## config.mk

```make
export PLATFORM = sky130hd
export DESIGN_NAME = ram_arbiter
export DESIGN_NICKNAME = d
export VERILOG_FILES = /design/src/rtl/ram_arb_pkg.sv /design/src/rtl/ram_arb_fifo.sv /design/src/rtl/ram_arbiter.sv
export SDC_FILE = /design/constraint.sdc
export NUM_CORES = 1
export LEC_CHECK = 0
export CORE_ASPECT_RATIO = 1.2
export CORE_MARGIN = 2
export CORE_UTILIZATION = 30
export DETAILED_ROUTE_END_ITERATION = 8
export SYNTH_ARGS = -nofsm -noshare
export SYNTH_HDL_FRONTEND = slang
export SYNTH_SLANG_ARGS = --single-unit
```

## constraint.sdc

```tcl
create_clock -name clk_sys -period 2.7 [get_ports clk_sys]
set_input_delay 0.675 -clock clk_sys [delete_from_list [all_inputs] [get_ports clk_sys]]
set_output_delay 0.675 -clock clk_sys [all_outputs]
set_load 0.1 [all_outputs]
```

## src/rtl/ram_arb_pkg.sv

```systemverilog
// Shared types and defaults for the system RAM arbiter.
package ram_arb_pkg;

    localparam int unsigned ADDR_W_DEF     = 16;
    localparam int unsigned DATA_W_DEF     = 8;
    localparam int unsigned FIFO_DEPTH_DEF = 4;
    localparam logic [7:0]  FILL_VALUE_DEF = 8'hFF;

    typedef enum logic {
        IDLE  = 1'b0,
        CLEAR = 1'b1
    } arb_state_e;

    typedef struct packed {
        logic [ADDR_W_DEF-1:0] addr;
        logic [DATA_W_DEF-1:0] data;
    } ld_entry_t;

endpackage

```

## src/rtl/ram_arb_fifo.sv

```systemverilog
// Small synchronous FIFO buffering download writes until the RAM has a free cycle.
module ram_arb_fifo #(
    parameter int unsigned DEPTH = 4,
    parameter int unsigned WIDTH = 24
) (
    input  logic                       clk,
    input  logic                       rst_n,
    input  logic                       push,
    input  logic                       pop,
    input  logic [WIDTH-1:0]           wr_data,
    output logic [WIDTH-1:0]           rd_data_c,
    output logic                       full,
    output logic                       empty,
    output logic [$clog2(DEPTH):0]     count
);

    localparam int unsigned PTR_W = $clog2(DEPTH);
    localparam int unsigned CNT_W = PTR_W + 1;

    logic [WIDTH-1:0] store_q [DEPTH];
    logic [PTR_W-1:0] wr_ptr_q;
    logic [PTR_W-1:0] rd_ptr_q;
    logic [CNT_W-1:0] count_q;
    logic [CNT_W-1:0] count_d;
    logic             do_push;
    logic             do_pop;

    // A push while full is only taken when a pop frees the slot in the same cycle.
    assign do_push = push && (!full || pop);
    assign do_pop  = pop && !empty;
    assign count_d = count_q + CNT_W'(do_push) - CNT_W'(do_pop);

    always_ff @(posedge clk or negedge rst_n) begin
        if (!rst_n) begin
            wr_ptr_q <= '0;
            rd_ptr_q <= '0;
            count_q  <= '0;
            full     <= 1'b0;
            empty    <= 1'b1;
        end else begin
            if (do_push) wr_ptr_q <= wr_ptr_q + PTR_W'(1);
            if (do_pop)  rd_ptr_q <= rd_ptr_q + PTR_W'(1);
            count_q <= count_d;
            full    <= (count_d == CNT_W'(DEPTH));
            empty   <= (count_d == '0);
        end
    end

    always_ff @(posedge clk) begin
        if (do_push) store_q[wr_ptr_q] <= wr_data;
    end

    assign rd_data_c = store_q[rd_ptr_q];
    assign count     = count_q;

endmodule

```

## src/rtl/ram_arbiter.sv

```systemverilog
// Shares the single-port system RAM between the CPU bus, buffered download
// writes and a clear-fill engine that owns the RAM after reset.
module ram_arbiter
    import ram_arb_pkg::*;
#(
    parameter int unsigned        ADDR_W     = ADDR_W_DEF,
    parameter int unsigned        DATA_W     = DATA_W_DEF,
    parameter int unsigned        FIFO_DEPTH = FIFO_DEPTH_DEF,
    parameter logic [DATA_W-1:0]  FILL_VALUE = DATA_W'(FILL_VALUE_DEF)
) (
    input  logic              clk_sys,
    input  logic              reset_n,
    input  logic              clr_start,
    output logic              clr_busy,
    input  logic              cpu_cs,
    input  logic              cpu_we,
    input  logic [ADDR_W-1:0] cpu_addr,
    input  logic [DATA_W-1:0] cpu_din,
    output logic [DATA_W-1:0] cpu_dout,
    input  logic              ld_wr,
    input  logic [ADDR_W-1:0] ld_addr,
    input  logic [DATA_W-1:0] ld_data,
    output logic              ld_full,
    output logic              ld_idle,
    output logic              ld_overflow,
    output logic [ADDR_W-1:0] mem_addr,
    output logic [DATA_W-1:0] mem_din,
    output logic              mem_we,
    input  logic [DATA_W-1:0] mem_q
);

    localparam int unsigned ENTRY_W = ADDR_W + DATA_W;
    localparam int unsigned CNT_W   = $clog2(FIFO_DEPTH) + 1;

    arb_state_e        state_q;
    arb_state_e        state_d;
    logic [ADDR_W-1:0] clr_cnt_q;
    logic [ADDR_W-1:0] clr_cnt_d;

    logic               fifo_push;
    logic               fifo_pop;
    logic               fifo_full;
    logic               fifo_empty;
    logic [CNT_W-1:0]   fifo_count;
    logic [ENTRY_W-1:0] fifo_head;
    logic [ADDR_W-1:0]  head_addr;
    logic [DATA_W-1:0]  head_data;

    assign fifo_push = ld_wr && (!fifo_full || fifo_pop);
    assign head_addr = fifo_head[DATA_W +: ADDR_W];
    assign head_data = fifo_head[DATA_W-1:0];

    ram_arb_fifo #(
        .DEPTH (FIFO_DEPTH),
        .WIDTH (ENTRY_W)
    ) u_fifo (
        .clk       (clk_sys),
        .rst_n     (reset_n),
        .push      (fifo_push),
        .pop       (fifo_pop),
        .wr_data   ({ld_addr, ld_data}),
        .rd_data_c (fifo_head),
        .full      (fifo_full),
        .empty     (fifo_empty),
        .count     (fifo_count)
    );

    always_ff @(posedge clk_sys or negedge reset_n) begin
        if (!reset_n) begin
            state_q   <= CLEAR;
            clr_cnt_q <= '0;
        end else begin
            state_q   <= state_d;
            clr_cnt_q <= clr_cnt_d;
        end
    end

    // Ownership and memory-side muxing; the RAM sees no added latency.
    always_comb begin
        state_d   = state_q;
        clr_cnt_d = clr_cnt_q;
        mem_addr  = cpu_addr;
        mem_din   = cpu_din;
        mem_we    = 1'b0;
        fifo_pop  = 1'b0;
        case (state_q)
            CLEAR: begin
                mem_addr  = clr_cnt_q;
                mem_din   = FILL_VALUE;
                // Held off while in reset so the sweep begins on the first edge after release.
                mem_we    = reset_n;
                clr_cnt_d = clr_cnt_q + ADDR_W'(1);
                if (clr_start) begin
                    clr_cnt_d = '0;
                end else if (clr_cnt_q == {ADDR_W{1'b1}}) begin
                    state_d = IDLE;
                end
            end
            default: begin
                if (clr_start) begin
                    state_d   = CLEAR;
                    clr_cnt_d = '0;
                end
                if (cpu_cs) begin
                    mem_we = cpu_we;
                end else if (!fifo_empty) begin
                    fifo_pop = 1'b1;
                    mem_addr = head_addr;
                    mem_din  = head_data;
                    mem_we   = 1'b1;
                end
            end
        endcase
    end

    // Overflow is sticky until reset so firmware can detect any lost byte.
    always_ff @(posedge clk_sys or negedge reset_n) begin
        if (!reset_n) begin
            ld_overflow <= 1'b0;
        end else if (ld_wr && fifo_full && !fifo_pop) begin
            ld_overflow <= 1'b1;
        end
    end

    assign clr_busy = (state_q == CLEAR);
    assign ld_full  = fifo_full;
    assign ld_idle  = (fifo_count == '0) && !ld_wr;
    assign cpu_dout = mem_q;

endmodule

```

# Yosys cells after proc, flatten, opt, wreduce, memory -nomap -nowiden
# Memory sizes are Yosys's and may differ from the RTL's.
# Index checks and enable logic that the tools add are counted.
dict set report totals {
  inputBits 62
  mem_bits_rw 96
  latch_bits 0
  romBits 0
  out_inout_bits 37
  memories 1
  regBits 27
  word_cells 50
}
dict set report op_classes {
  eq_ne 2
  n_mul 0
  n_mux 20
  div_mod_pow 0
  reduce_logical 14
  shift 0
  n_lt_le_gt_ge 0
  n_addsub 5
  bitwise 0
}
# memory words word_bits read_ports rd_clocked_by_memory_dff write_ports line_no
set mem_list {}
lappend mem_list {u_fifo.store_q 4 24 1 0 1 ram_arb_fifo.sv:20} ;# logic [WIDTH-1:0] store_q [DEPTH];
# cell count
set ops {}
lappend ops {{$mux W16} 6}
lappend ops {{$mux W8} 3}
lappend ops {{$add A16 B1 Y16 const B} 1}
lappend ops {{$eq A16 B16 Y1 const B} 1}
lappend ops {{$mux W1} 11}
lappend ops {{$logic_and A1 B1 Y1} 6}
lappend ops {{$logic_not A3 Y1} 2}
lappend ops {{$add A2 B1 Y2 const B} 2}
lappend ops {{$logic_not A1 Y1} 4}
lappend ops {{$add A3 B1 Y3} 1}
lappend ops {{$eq A3 B3 Y1 const B} 1}
lappend ops {{$sub A3 B1 Y3} 1}
lappend ops {{$reduce_bool A2 Y1} 1}
lappend ops {{$logic_or A1 B1 Y1} 1}

# Logic depth before layout (Yosys ltp)
# Gate-level depths: netlist of the first run.
dict set report depth {
  depth_word 9
  mapped_depth 9
  ltp_nobuf 8
}

# Modules after synthesis
# A second synthesis of the first run with hierarchy kept.
dict set report unflattened {
  cells_unflattened 343
  hier_area_um2 5422.7
}
# module cells_per_inst area_each_um2 seq_area_each_um2 instances
set modules_own_cells {}
lappend modules_own_cells {ram_arb_fifo 164 3970.1 3109.2 1}
lappend modules_own_cells {ram_arbiter 179 1452.6 451.7 1}

# Worst setup path after synthesis of the first run
# No wires, ideal clock.
dict set report synth_path {
  path_kind {input to output}
  from {in ld_wr}
  to {out ld_idle}
  path_buffers 0
  setup_slack_ps -1597
  arrival_time_ps 3622
  cell_stages 1
  t_required_ps 2025
  path_cell_list {nor4_1}
}
dict set report synth_between {
  elab_chain_cells 2
}
# item line_no
set synth_lines {}
lappend synth_lines {{start, declared} ram_arbiter.sv:20} ;# input logic ld_wr,
lappend synth_lines {{$logic_not A1 Y1} ram_arbiter.sv:127} ;# assign ld_idle = (fifo_count == '0) && !ld_wr;
lappend synth_lines {{$logic_and A1 B1 Y1} ram_arbiter.sv:127}
lappend synth_lines {{end, declared} ram_arbiter.sv:24} ;# output logic ld_idle,
# Every way passes these cells.

# Final worst setup path of the first run
dict set report layout_path {
  from {reg u_fifo.rd_ptr_q[0]}
  to {out mem_addr[9]}
}
dict set report layout_between {
  elab_chain_cells 4
}
# item line_no
set layout_lines {}
lappend layout_lines {{start, declared} ram_arb_fifo.sv:22} ;# logic [PTR_W-1:0] rd_ptr_q;
lappend layout_lines {{start signal, assigned} ram_arb_fifo.sv:42} ;# if (do_pop) rd_ptr_q <= rd_ptr_q + PTR_W'(1);
lappend layout_lines {{$mem_v2 Z4 W24} n/a}
lappend layout_lines {{$mux W16} ram_arbiter.sv:106} ;# end else if (!fifo_empty) begin
lappend layout_lines {{$mux W16} ram_arbiter.sv:104} ;# if (cpu_cs) begin
lappend layout_lines {{$mux W16} ram_arbiter.sv:86} ;# case (state_q)
lappend layout_lines {{end, declared} ram_arbiter.sv:26} ;# output logic [ADDR_W-1:0] mem_addr,
# Every way passes these cells.

==> results of run 1 <==
[power groups by stage]
stage                     Combinational, mW  Sequential [mW]  Clock [mW]
after CTS                              1.10             2.51        2.25
final                                  1.09             2.51        2.21
after floorplan                       0.593             2.57           0
after global placement                 1.01             2.52           0
after detailed placement               1.04             2.54           0
after global routing                   1.18             2.53        2.33
[cells in the final DEF (no fill, tap or decap), types with 8 or more instances in the layout]
cell	netlist	layout
buf_12	0	35
mux4_2	24	24
a21oi_1	35	20
nor2_1	14	13
buf_4	12	19
xnor2_1	11	11
inv_1	8	8
clkdlybuf4s50_1	0	52
nand2_2	0	12
nor2b_1	15	15
edfxtp_1	96	96
clkbuf_16	0	18
dfrtp_1	25	24
nand2_1	41	29
a21oi_4	0	12
nand3b_1	8	8
[final cells by class]
type | instances | share of cell area, %
sequential | 123 | 45.8
clock buffer | 17 | 5.47
timing repair buffer | 110 | 18.7
tap | 220 | 3.54
multi-input combinational | 205 | 24.0
inverter | 8 | 0.386
clock inverter | 15 | 2.06
[timing repair]
item | CTS | global route
gates resized for setup | 9 | 7
pin swaps | 8 | 5
buffers inserted | 2 | 1
gates cloned | 2 | 1
setup endpoints to repair | 24 | 19
[critical path, cell delays in order, from the launching register on]
cell and delay (ps):
dfrtp_2 420, clkbuf_16 210, mux4_2 530, nand2_1 110, a22oi_2 90, buf_12 190
[metal layers]
layer	routed length, um	part of all wire [%]	vias to the layer above
met2	6170	51	85
met1	5230	43	1662
met3	645	5.3	13
met5	0	0	-
li1	-	-	1549
met4	129	1.1	0
[per-stage QoR]
| stage | util, % | worst slack, ps |
|---|---|---|
| finish | 44.3 | 61.2 |
| global route | 44.3 | -27.0 |
| CTS | 44.0 | 0.767 |
| detailed placement | 40.0 | -209 |
| global placement | 40.0 | -174 |
| floorplan | - | 12.0 |
[registers in the layout, indices dropped and copies added (netlist names)]
register	flops
u_fifo.count	3
u_fifo.full	1
ld_overflow	1
u_fifo.empty	1
u_fifo.rd_ptr_q	2
u_fifo.store_q	96
clr_cnt_q	16
clr_busy	1
u_fifo.wr_ptr_q	2
[kinds of logic (layout without fill, tap and decap cells)]
family / count (synthesis) / in the layout
flops: 123 / 123
simple gates: 111 / 111
compound gates: 44 / 44
buf+inv: 36 / 150
mux: 27 / 27
xor+xnor: 15 / 15
fa+ha+maj: 8 / 8
[how the worst max path moves through the flow]
stage                              end  slack [ps]  depth (start not counted)                from
after floorplan             mem_din[0]          10                          5              cpu_cs
after global placement    mem_addr[13]        -170                          5              cpu_cs
after detailed placement   mem_addr[8]        -210                          5              cpu_cs
after CTS                   mem_din[3]         0.8                          5  u_fifo.rd_ptr_q[0]
after global routing        mem_din[0]         -30                          5  u_fifo.rd_ptr_q[0]
final                      mem_addr[9]          60                          5  u_fifo.rd_ptr_q[0]
==> impl_metrics.json, run 1 <==
{
  "grt_max_degree": 37,
  "grt_pass1_wl_um": 18900,
  "grt_pass1_vias": 3510,
  "final.setup.tns_ps": 0,
  "critPathLaunchType": "register",
  "grtUsageMet3_pct": 3.14,
  "synth-adder-area-share_pct": 1.99,
  "p_leak_nw": 2.77,
  "yosys.area.top_type_share_pct": 53.3,
  "final_hold_viol_count": 0,
  "wl_um": 12200,
  "setup_viol": 0,
  "rows": 53,
  "yosys.area_share.simple_pct": 11.1,
  "ys_ff_latch": 123,
  "hold_ws_ps": 496,
  "antenna_found_initial": 0,
  "synthFlopType": "edfxtp_1",
  "seq_area_frac_synth_pct": 65.9,
  "seq_area_sq_um": 3570,
  "firstDrtPassIters": 4,
  "power_frac_seq_pct": 43.1,
  "drc": 0,
  "r2r-start": "clr_busy",
  "cts_tree": "built",
  "hpwl_um": 8090,
  "placedCellCount": 660,
  "clkPwrFrac_pct": 38.0,
  "cts-htree-levels": 4,
  "clock-root-buffer": "clkbuf_16",
  "swShare_pct": 26.8,
  "synth_compound_area_share_pct": 4.45,
  "clk-insertion-delay-late_ps": 410,
  "rsz0062_at_grt": "yes",
  "cts_hold_buf": 0,
  "crit_fanout": 13,
  "numCtsBuffers": 17,
  "hold_class": "register to register",
  "grt_use_met2_pct": 22.3,
  "p_switching_mw": 1.56,
  "antenna_cells": 0,
  "slew_headroom_pct": 64.1,
  "area_growth_pct": 43.9,
  "total_power_mw": 5.81,
  "synthCells": 364,
  "path_clk_slew_ps": 60,
  "io_pins": 99,
  "fillers": 1507,
  "worstPathRequired_ps": 2030,
  "vias": 3309,
  "regToRegSetupSlack_ps": 490,
  "initial_core_util_pct": 30.8,
  "post_dp_cell_area_sq_um": 7040,
  "hp-start": "ld_overflow",
  "fin_area_sq_um": 7780,
  "synth_area_per_cell_sq_um": 14.8,
  "p_int_mw": 4.26,
  "period_minus_slack_ps": 2640,
  "yosys_warnings": 0,
  "stdcell_count": 698,
  "whs_path_depth": 1,
  "min_period_over_period_pct": 97.7,
  "reg2reg_to": "u_fifo.full",
  "syn_nets": 434,
  "grt-ovfl-total": 0,
  "drv_slew": 0,
  "io_buffers": 82,
  "core_area_sq_um": 17600,
  "async_flop_share_pct": 22.0,
  "place.gp.congestion": 0.785,
  "synth_cell_types": 42,
  "cts_max_path_buffers": 2,
  "synth_most_common_cell": "edfxtp_1",
  "synth_edf_count": 96,
  "grt_usage_pct": 13.1,
  "drt_first_iter_violations": 177,
  "pwr-share-comb_pct": 18.8,
  "synth_xor_xnor_area_share_pct": 2.43,
  "netlist_area_sq_um": 5400,
  "cp_data_arrival_time_ps": 1960,
  "critical_path_class": "register to output pin",
  "holdPathEnd": "ld_overflow",
  "synth_top_family_by_area": "simple AND/OR/NAND/NOR gates",
  "maxCapViolations": 0,
  "die_y_um": 151,
  "status": "finished clean",
  "routedWlPerCell_um": 17.4,
  "die_area_sq_um": 19100,
  "drtAntennaViolNets": 0,
  "synth.area.top_cells": "edfxtp_1 53%, dfrtp_1 12%, mux4_2 10%",
  "top_usage_layer": "met2",
  "worstMarginPinSlew_ps": 536,
  "ff2ff_path_depth": 8,
  "p_per_area_nw_per_um2": 748,
  "synthTopCellsByCount": "96 x edfxtp_1, 41 x nand2_1, 35 x a21oi_1",
  "clock-sinks": 123,
  "max_freq_ghz": 0.379,
  "detail_route.vias_per_cell": 4.74,
  "synth_mux_area_share_pct": 10.6,
  "synth_top_area_cell": "edfxtp_1",
  "die_w_um": 127,
  "multi_input_area_sq_um": 1860,
  "fin_skew_ps": 8.89,
  "drive_above_1_share_pct": 33.1,
  "nets": 535,
  "cp-end-kind": "output pin",
  "peakVddDrop_uv": 401,
  "grtUsageMet1_pct": 16.7
}
Power figures use the tool's default switching activity.
==> run 2: changes to the inputs <==
--- a/config.mk
+++ b/config.mk
@@ -8,6 +8,7 @@
 export CORE_ASPECT_RATIO = 1.2
 export CORE_MARGIN = 2
 export CORE_UTILIZATION = 30
+export CTS_CLUSTER_SIZE = 24
 export DETAILED_ROUTE_END_ITERATION = 8
 export SYNTH_ARGS = -nofsm -noshare
 export SYNTH_HDL_FRONTEND = slang
==> results of run 2 <==
No change in the layout: final DEF, timing and power equal those of run 1.
